<file path="src/rtl/mul_div_pkg.sv">
// Shared definitions for the multiply/divide scheduler.
// Holds the per-request operation encoding and the scheduler FSM states.
package mul_div_pkg;

    localparam logic OP_MUL = 1'b0;
    localparam logic OP_DIV = 1'b1;

    typedef enum logic [1:0] {
        StIdle,
        StCalc,
        StDone
    } state_e;

endpackage

</file>
<file path="src/rtl/mul_div_iter.sv">
// Iterative unsigned multiply / restoring-divide datapath, one bit per cycle.
// Ports:
//   clk_i, rst_ni   clock, asynchronous active-low reset
//   start_i         load operands/op and initialise the accumulator
//   calc_i          perform one step this cycle
//   op_i, a_i, b_i  operation and operands sampled on start_i
//   done_o          strobe: the step taken this cycle is the last one
//   res_o           accumulator value after this cycle's step
//                   (multiply: product, divide: {remainder, quotient})
module mul_div_iter
    import mul_div_pkg::*;
#(
    parameter int unsigned W = 8
) (
    input  logic           clk_i,
    input  logic           rst_ni,
    input  logic           start_i,
    input  logic           calc_i,
    input  logic           op_i,
    input  logic [W-1:0]   a_i,
    input  logic [W-1:0]   b_i,
    output logic           done_o,
    output logic [2*W-1:0] res_o
);

    localparam int unsigned CntW = $clog2(W + 1);
    localparam logic [CntW-1:0] LastCnt = CntW'(W - 1);
    localparam logic [CntW-1:0] MaxCnt  = CntW'(W);

    logic [CntW-1:0] cnt_q, cnt_d;
    logic [2*W-1:0]  acc_q, acc_d;
    logic [W-1:0]    a_q, a_d, b_q, b_d;
    logic            op_q, op_d;

    logic [W:0] sum;
    logic [W:0] shifted;
    logic [W:0] diff;

    always_comb begin
        cnt_d = cnt_q;
        acc_d = acc_q;
        a_d   = a_q;
        b_d   = b_q;
        op_d  = op_q;

        // Multiply: acc = {partial product, remaining multiplier bits}.
        sum = {1'b0, acc_q[2*W-1:W]} + (acc_q[0] ? {1'b0, a_q} : '0);
        // Divide: acc = {partial remainder, dividend bits shifting into quotient}.
        shifted = acc_q[2*W-1:W-1];
        diff    = shifted - {1'b0, b_q};

        if (start_i) begin
            a_d   = a_i;
            b_d   = b_i;
            op_d  = op_i;
            cnt_d = '0;
            acc_d = (op_i == OP_MUL) ? {{W{1'b0}}, b_i} : {{W{1'b0}}, a_i};
        end else if (calc_i && (cnt_q != MaxCnt)) begin
            cnt_d = cnt_q + CntW'(1);
            if (op_q == OP_MUL) begin
                acc_d = {sum, acc_q[W-1:1]};
            end else if (!diff[W]) begin
                acc_d = {diff[W-1:0], acc_q[W-2:0], 1'b1};
            end else begin
                acc_d = {shifted[W-1:0], acc_q[W-2:0], 1'b0};
            end
        end
    end

    assign done_o = calc_i && (cnt_q == LastCnt);
    assign res_o  = acc_d;

    always_ff @(posedge clk_i or negedge rst_ni) begin
        if (!rst_ni) begin
            cnt_q <= '0;
            acc_q <= '0;
            a_q   <= '0;
            b_q   <= '0;
            op_q  <= OP_MUL;
        end else begin
            cnt_q <= cnt_d;
            acc_q <= acc_d;
            a_q   <= a_d;
            b_q   <= b_d;
            op_q  <= op_d;
        end
    end

endmodule

</file>
<file path="src/rtl/mul_div_sched.sv">
// Two-requester round-robin scheduler around a shared iterative mul/div unit.
// Ports:
//   clk, rst_n             clock, asynchronous active-low reset
//   req_valid/req_ready    per-requester handshake (at most one ready bit high)
//   req_op, req_a, req_b   per-requester op (0 mul, 1 div) and W-bit operand slices
//   rsp_valid/rsp_ready    result handshake
//   rsp_id, rsp_result     owning requester and result (product or {rem, quot})
//   rsp_dbz                divide-by-zero flag
module mul_div_sched
    import mul_div_pkg::*;
#(
    parameter int unsigned W = 8
) (
    input  logic           clk,
    input  logic           rst_n,
    input  logic [1:0]     req_valid,
    output logic [1:0]     req_ready,
    input  logic [1:0]     req_op,
    input  logic [2*W-1:0] req_a,
    input  logic [2*W-1:0] req_b,
    output logic           rsp_valid,
    input  logic           rsp_ready,
    output logic           rsp_id,
    output logic [2*W-1:0] rsp_result,
    output logic           rsp_dbz
);

    state_e         state_q, state_d;
    logic           rr_last_q, rr_last_d;
    logic           rsp_valid_q, rsp_valid_d;
    logic           rsp_id_q, rsp_id_d;
    logic [2*W-1:0] rsp_result_q, rsp_result_d;
    logic           rsp_dbz_q, rsp_dbz_d;

    logic           grant_id;
    logic           accept;
    logic           sel_op;
    logic [W-1:0]   sel_a, sel_b;
    logic           iter_start, iter_calc, iter_done;
    logic [2*W-1:0] iter_res;

    // On a tie the requester not served last wins; otherwise the lone valid one.
    assign grant_id  = (&req_valid) ? ~rr_last_q : ~req_valid[0];
    assign req_ready = (rst_n && (state_q == StIdle) && (|req_valid)) ?
                       (grant_id ? 2'b10 : 2'b01) : 2'b00;
    assign accept    = |(req_valid & req_ready);
    assign sel_op    = grant_id ? req_op[1] : req_op[0];
    assign sel_a     = grant_id ? req_a[2*W-1:W] : req_a[W-1:0];
    assign sel_b     = grant_id ? req_b[2*W-1:W] : req_b[W-1:0];

    always_comb begin
        state_d      = state_q;
        rr_last_d    = rr_last_q;
        rsp_valid_d  = rsp_valid_q;
        rsp_id_d     = rsp_id_q;
        rsp_result_d = rsp_result_q;
        rsp_dbz_d    = rsp_dbz_q;
        iter_start   = 1'b0;
        iter_calc    = 1'b0;

        unique case (state_q)
            StIdle: begin
                if (accept) begin
                    rsp_id_d = grant_id;
                    if ((sel_op == OP_DIV) && (sel_b == '0)) begin
                        // Divide by zero bypasses the datapath entirely.
                        state_d      = StDone;
                        rsp_valid_d  = 1'b1;
                        rsp_result_d = {sel_a, {W{1'b1}}};
                        rsp_dbz_d    = 1'b1;
                    end else begin
                        state_d    = StCalc;
                        iter_start = 1'b1;
                        rsp_dbz_d  = 1'b0;
                    end
                end
            end
            StCalc: begin
                iter_calc = 1'b1;
                if (iter_done) begin
                    state_d      = StDone;
                    rsp_valid_d  = 1'b1;
                    rsp_result_d = iter_res;
                end
            end
            StDone: begin
                if (rsp_ready) begin
                    state_d     = StIdle;
                    rsp_valid_d = 1'b0;
                    rr_last_d   = rsp_id_q;
                end
            end
            default: state_d = StIdle;
        endcase
    end

    always_ff @(posedge clk or negedge rst_n) begin
        if (!rst_n) begin
            state_q      <= StIdle;
            rr_last_q    <= 1'b1;
            rsp_valid_q  <= 1'b0;
            rsp_id_q     <= 1'b0;
            rsp_result_q <= '0;
            rsp_dbz_q    <= 1'b0;
        end else begin
            state_q      <= state_d;
            rr_last_q    <= rr_last_d;
            rsp_valid_q  <= rsp_valid_d;
            rsp_id_q     <= rsp_id_d;
            rsp_result_q <= rsp_result_d;
            rsp_dbz_q    <= rsp_dbz_d;
        end
    end

    mul_div_iter #(
        .W(W)
    ) u_iter (
        .clk_i  (clk),
        .rst_ni (rst_n),
        .start_i(iter_start),
        .calc_i (iter_calc),
        .op_i   (sel_op),
        .a_i    (sel_a),
        .b_i    (sel_b),
        .done_o (iter_done),
        .res_o  (iter_res)
    );

    assign rsp_valid  = rsp_valid_q;
    assign rsp_id     = rsp_id_q;
    assign rsp_result = rsp_result_q;
    assign rsp_dbz    = rsp_dbz_q;

endmodule

</file>
<file path="config.mk">
export PLATFORM = sky130hd
export DESIGN_NAME = mul_div_sched
export DESIGN_NICKNAME = d
export VERILOG_FILES = /design/src/rtl/mul_div_pkg.sv /design/src/rtl/mul_div_iter.sv /design/src/rtl/mul_div_sched.sv
export SDC_FILE = /design/constraint.sdc
export NUM_CORES = 1
export LEC_CHECK = 0
export BUFFER_PORTS_ARGS = -buffer_cell sky130_fd_sc_hd__buf_2
export CAP_MARGIN = 20
export CORE_ASPECT_RATIO = 1.4
export CORE_MARGIN = 2
export CORE_UTILIZATION = 45
export CTS_CLUSTER_SIZE = 16
export DETAILED_ROUTE_END_ITERATION = 10
export GPL_TIMING_DRIVEN = 0
export PLACE_DENSITY = 0.63
export SYNTH_ARGS = -nofsm -noshare
export SYNTH_HDL_FRONTEND = slang
export SYNTH_SLANG_ARGS = --single-unit
</file>
<file path="constraint.sdc">
create_clock -name clk -period 3.04 [get_ports clk]
set_input_delay 0.304 -clock clk [delete_from_list [all_inputs] [get_ports clk]]
set_output_delay 0.304 -clock clk [all_outputs]
set_load 0.01 [all_outputs]
</file>
==> flow_summary.json <==
{
  "path_class": "flop to flop",
  "crit_path_start_kind": "flop",
  "cap_violations": 0,
  "synth_top_area_cell": "dfrtp_1",
  "timing.rr.end": "rsp_result[12]",
  "cts.htree.levels": 3,
  "setup_ws_ps": 147.0,
  "drtPass1Iterations": 4,
  "reg2reg_slack_ps": 150,
  "synthToLayoutAreaGrowth_pct": 17.83,
  "crit_fanout": 5,
  "wirelength_um": 12770,
  "worst_hold_slack_ps": 21.38,
  "grt_pass1_wl_um": 20790,
  "first_iter_violations": 307,
  "wire_per_inst_um": 20.31,
  "p_leak_uw": 0.002297,
  "antenna_found_initial": 0,
  "worst_pin_slew_ps": 917.4,
  "yosysTopAreaCellShare_pct": 35.36,
  "cts_buffers": 9,
  "dp_worst_setup_slack_ps": 114.2,
  "rsz0062_at_grt": "no",
  "insertion_delay_ps": 330,
  "yosys-top-cells-area": "dfrtp_1 35%, mux2i_1 9.0%, ha_1 5.5%, o21ai_0 5.1%, nand2_1 4.3%",
  "num_vias": 3827,
  "setup_violations": 0,
  "synthDistinctLibCells": 62,
  "grt_remaining_overflow": 0,
  "dp_hpwl_um": 9965,
  "drive_above_1_share_pct": 18.01,
  "pwr_density_cell_mw_per_mm2": 1207,
  "seq_area_frac_synth_pct": 36.00,
  "io_buffers": 58,
  "antennaDiodeCount": 0,
  "ys_seq_elements": 59,
  "syn-num-nets": 508,
  "grt_max_degree": 32,
  "cp.required_ps": 3300,
  "reg2regPathDepth": 10,
  "nFillCells": 865,
  "status": "finished, final reports clean",
  "grt_pass1_vias": 3965,
  "initial_core_util_pct": 45.99,
  "ir_drop_uv": 672.3,
  "period_share_pct": 95.16,
  "finalWorstPathRequiredPeriod_ps": 2893,
  "finalHoldViolations": 0,
  "core_area_mm2": 0.008926,
  "timing.fmax_ghz": 0.3457,
  "cp-end-kind": "flop",
  "vias_per_cell": 6.084,
  "rows": 41,
  "hold_path.class": "input port to asynchronous set/reset pin",
  "drc": 0,
  "synth_cells": 449,
  "final_nets": 578,
  "arrival_ps": 3160,
  "root_buffer": "clkbuf_16",
  "setup_tns_ps": 0,
  "ant_nets": 0,
  "drv_slew": 0,
  "slew_headroom_pct": 38.43,
  "synth-edff-count": 0,
  "clk_pin_slew_ps": 50,
  "clockBufferDepth": 2,
  "syn-cell-area_mm2": 0.004105,
  "ys_warn_count": 0,
  "dieArea_mm2": 0.009913,
  "async_flop_share_pct": 100.0,
  "cts_hold_buf": 0,
  "synth_flop_cell": "dfrtp_1",
  "reg2reg_from": "u_iter.acc_q[7]",
  "clkSinkCount": 59,
  "synth_area_per_cell_um2": 9.143,
  "io_pins": 60,
  "clock-skew-final_ps": 5.985,
  "dieHeight_um": 117.0,
  "track_usage_pct": 27.42,
  "cts_tree": "done",
  "gp_congestion": 0.9185,
  "fp.dieW_um": 84.72
}
how the worst max path moves through the flow:
stage,start,to,slack (ps)
finish,u_iter.acc_q[7],rsp_result[12],150
global route,u_iter.acc_q[7],rsp_result[14],30
CTS,u_iter.acc_q[7],rsp_result[12],90
detailed placement,u_iter.acc_q[7],rsp_result[14],110
global placement,rst_n,rsp_result[14],-270
floorplan,u_iter.acc_q[7],rsp_result[14],380
worst max-delay path: stages, from the launching register on:
cell and delay, ps:
dfrtp_1 420, inv_1 80, ha_1 150, inv_1 50
fa_1 430, a211oi_2 290, o211ai_1 230, o211ai_1 330
mux2_2 420, o21ai_0 230, a32o_1 200
Yosys cell counts (8+ instances only):
library cell,count
nor2b_1,11
ha_1,18
dfrtp_1,58
o22a_1,9
clkbuf_1,10
nor2_1,23
o211ai_1,10
buf_2,8
o21ai_0,42
mux2i_1,37
inv_1,19
nand2_1,47
and2_1,10
a211oi_1,18
a21oi_1,26
layer usage:
layer  vias up  part of all wire, %  track usage (%)
li1       1815                    -                -
met1      1872                   41            31.46
met2       108                   50            48.14
met3        32                  4.2            5.470
met4         0                  4.3            14.92
met5         -                    0                0
placed cells by master, fill, tap and decap left out, types with 4 or more instances in the layout:
cell	instances
buf_2	66
o211ai_1	10
clkbuf_16	9
and2_1	10
a21oi_1	26
nand2b_1	5
dfrtp_1	58
clkbuf_1	11
o211a_1	6
nand2_1	47
ha_1	18
o21ai_0	42
mux2i_1	37
xnor2_1	4
nor2_1	23
xor2_1	6
nand3_1	7
inv_1	19
o2111ai_1	4
nor2b_1	11
a221o_1	7
o22a_1	9
a211oi_1	17
a21o_1	5
registers in the layout, summed over array words and instances (netlist names):
| signal | cells |
|---|---|
| u_iter.acc_q | 16 |
| u_iter.b_q | 8 |
| u_iter.a_q | 8 |
| state_q | 2 |
| rsp_result | 16 |
| u_iter.op_q | 1 |
| rr_last_q | 1 |
| rsp_id | 1 |
| u_iter.cnt_q | 4 |
| rsp_valid | 1 |
| rsp_dbz | 1 |
per-stage QoR:
step | power [µW] | area, µm² | util, % | cells
2_1_floorplan | 3819 | 4105 | - | 449
4_1_cts | 5813 | 4832 | 54.14 | 629
6_report | 5837 | 4837 | 54.19 | 629
3_3_place_gp | 4723 | 4529 | 50.74 | 614
5_1_grt | 6303 | 4837 | 54.19 | 629
3_5_place_dp | 4800 | 4549 | 50.97 | 615
report_power, final:
group          switching [µW]  total (µW)  internal [µW]
registers                 290        1430           1140
clock network             344         987            644
logic                    2020        3420           1400
final cells by class:
| cell class | count | area, µm² | share of cell area (%) |
|---|---|---|---|
| multi-input cells | 351 | 2472 | 51.11 |
| flip-flops and latches | 59 | 1478 | 30.55 |
| repair buffers | 59 | 310.3 | 6.415 |
| clock buffers | 11 | 242.7 | 5.018 |
| well taps | 107 | 133.9 | 2.768 |
| plain buffers | 20 | 88.84 | 1.837 |
| inverters | 19 | 71.32 | 1.474 |
| clock inverters | 3 | 40.04 | 0.8277 |
cell families (layout without fill, tap and decap cells):
logic type / count (synthesis) / after routing / share of synthesized area, %
xor+xnor: 10 / 10 / 2.133
buf+inv: 39 / 112 / 3.901
mux: 39 / 39 / 9.662
flops: 59 / 59 / 36.00
simple gates: 128 / 128 / 15.42
fa+ha+maj: 20 / 20 / 6.462
compound gates: 154 / 154 / 26.43
timing repair:
item / CTS / global route
endpoints found under the setup margin: 0 / 2
buffers inserted: 0 / 0
resized for setup: 0 / 1
Power figures use the tool's default switching activity.
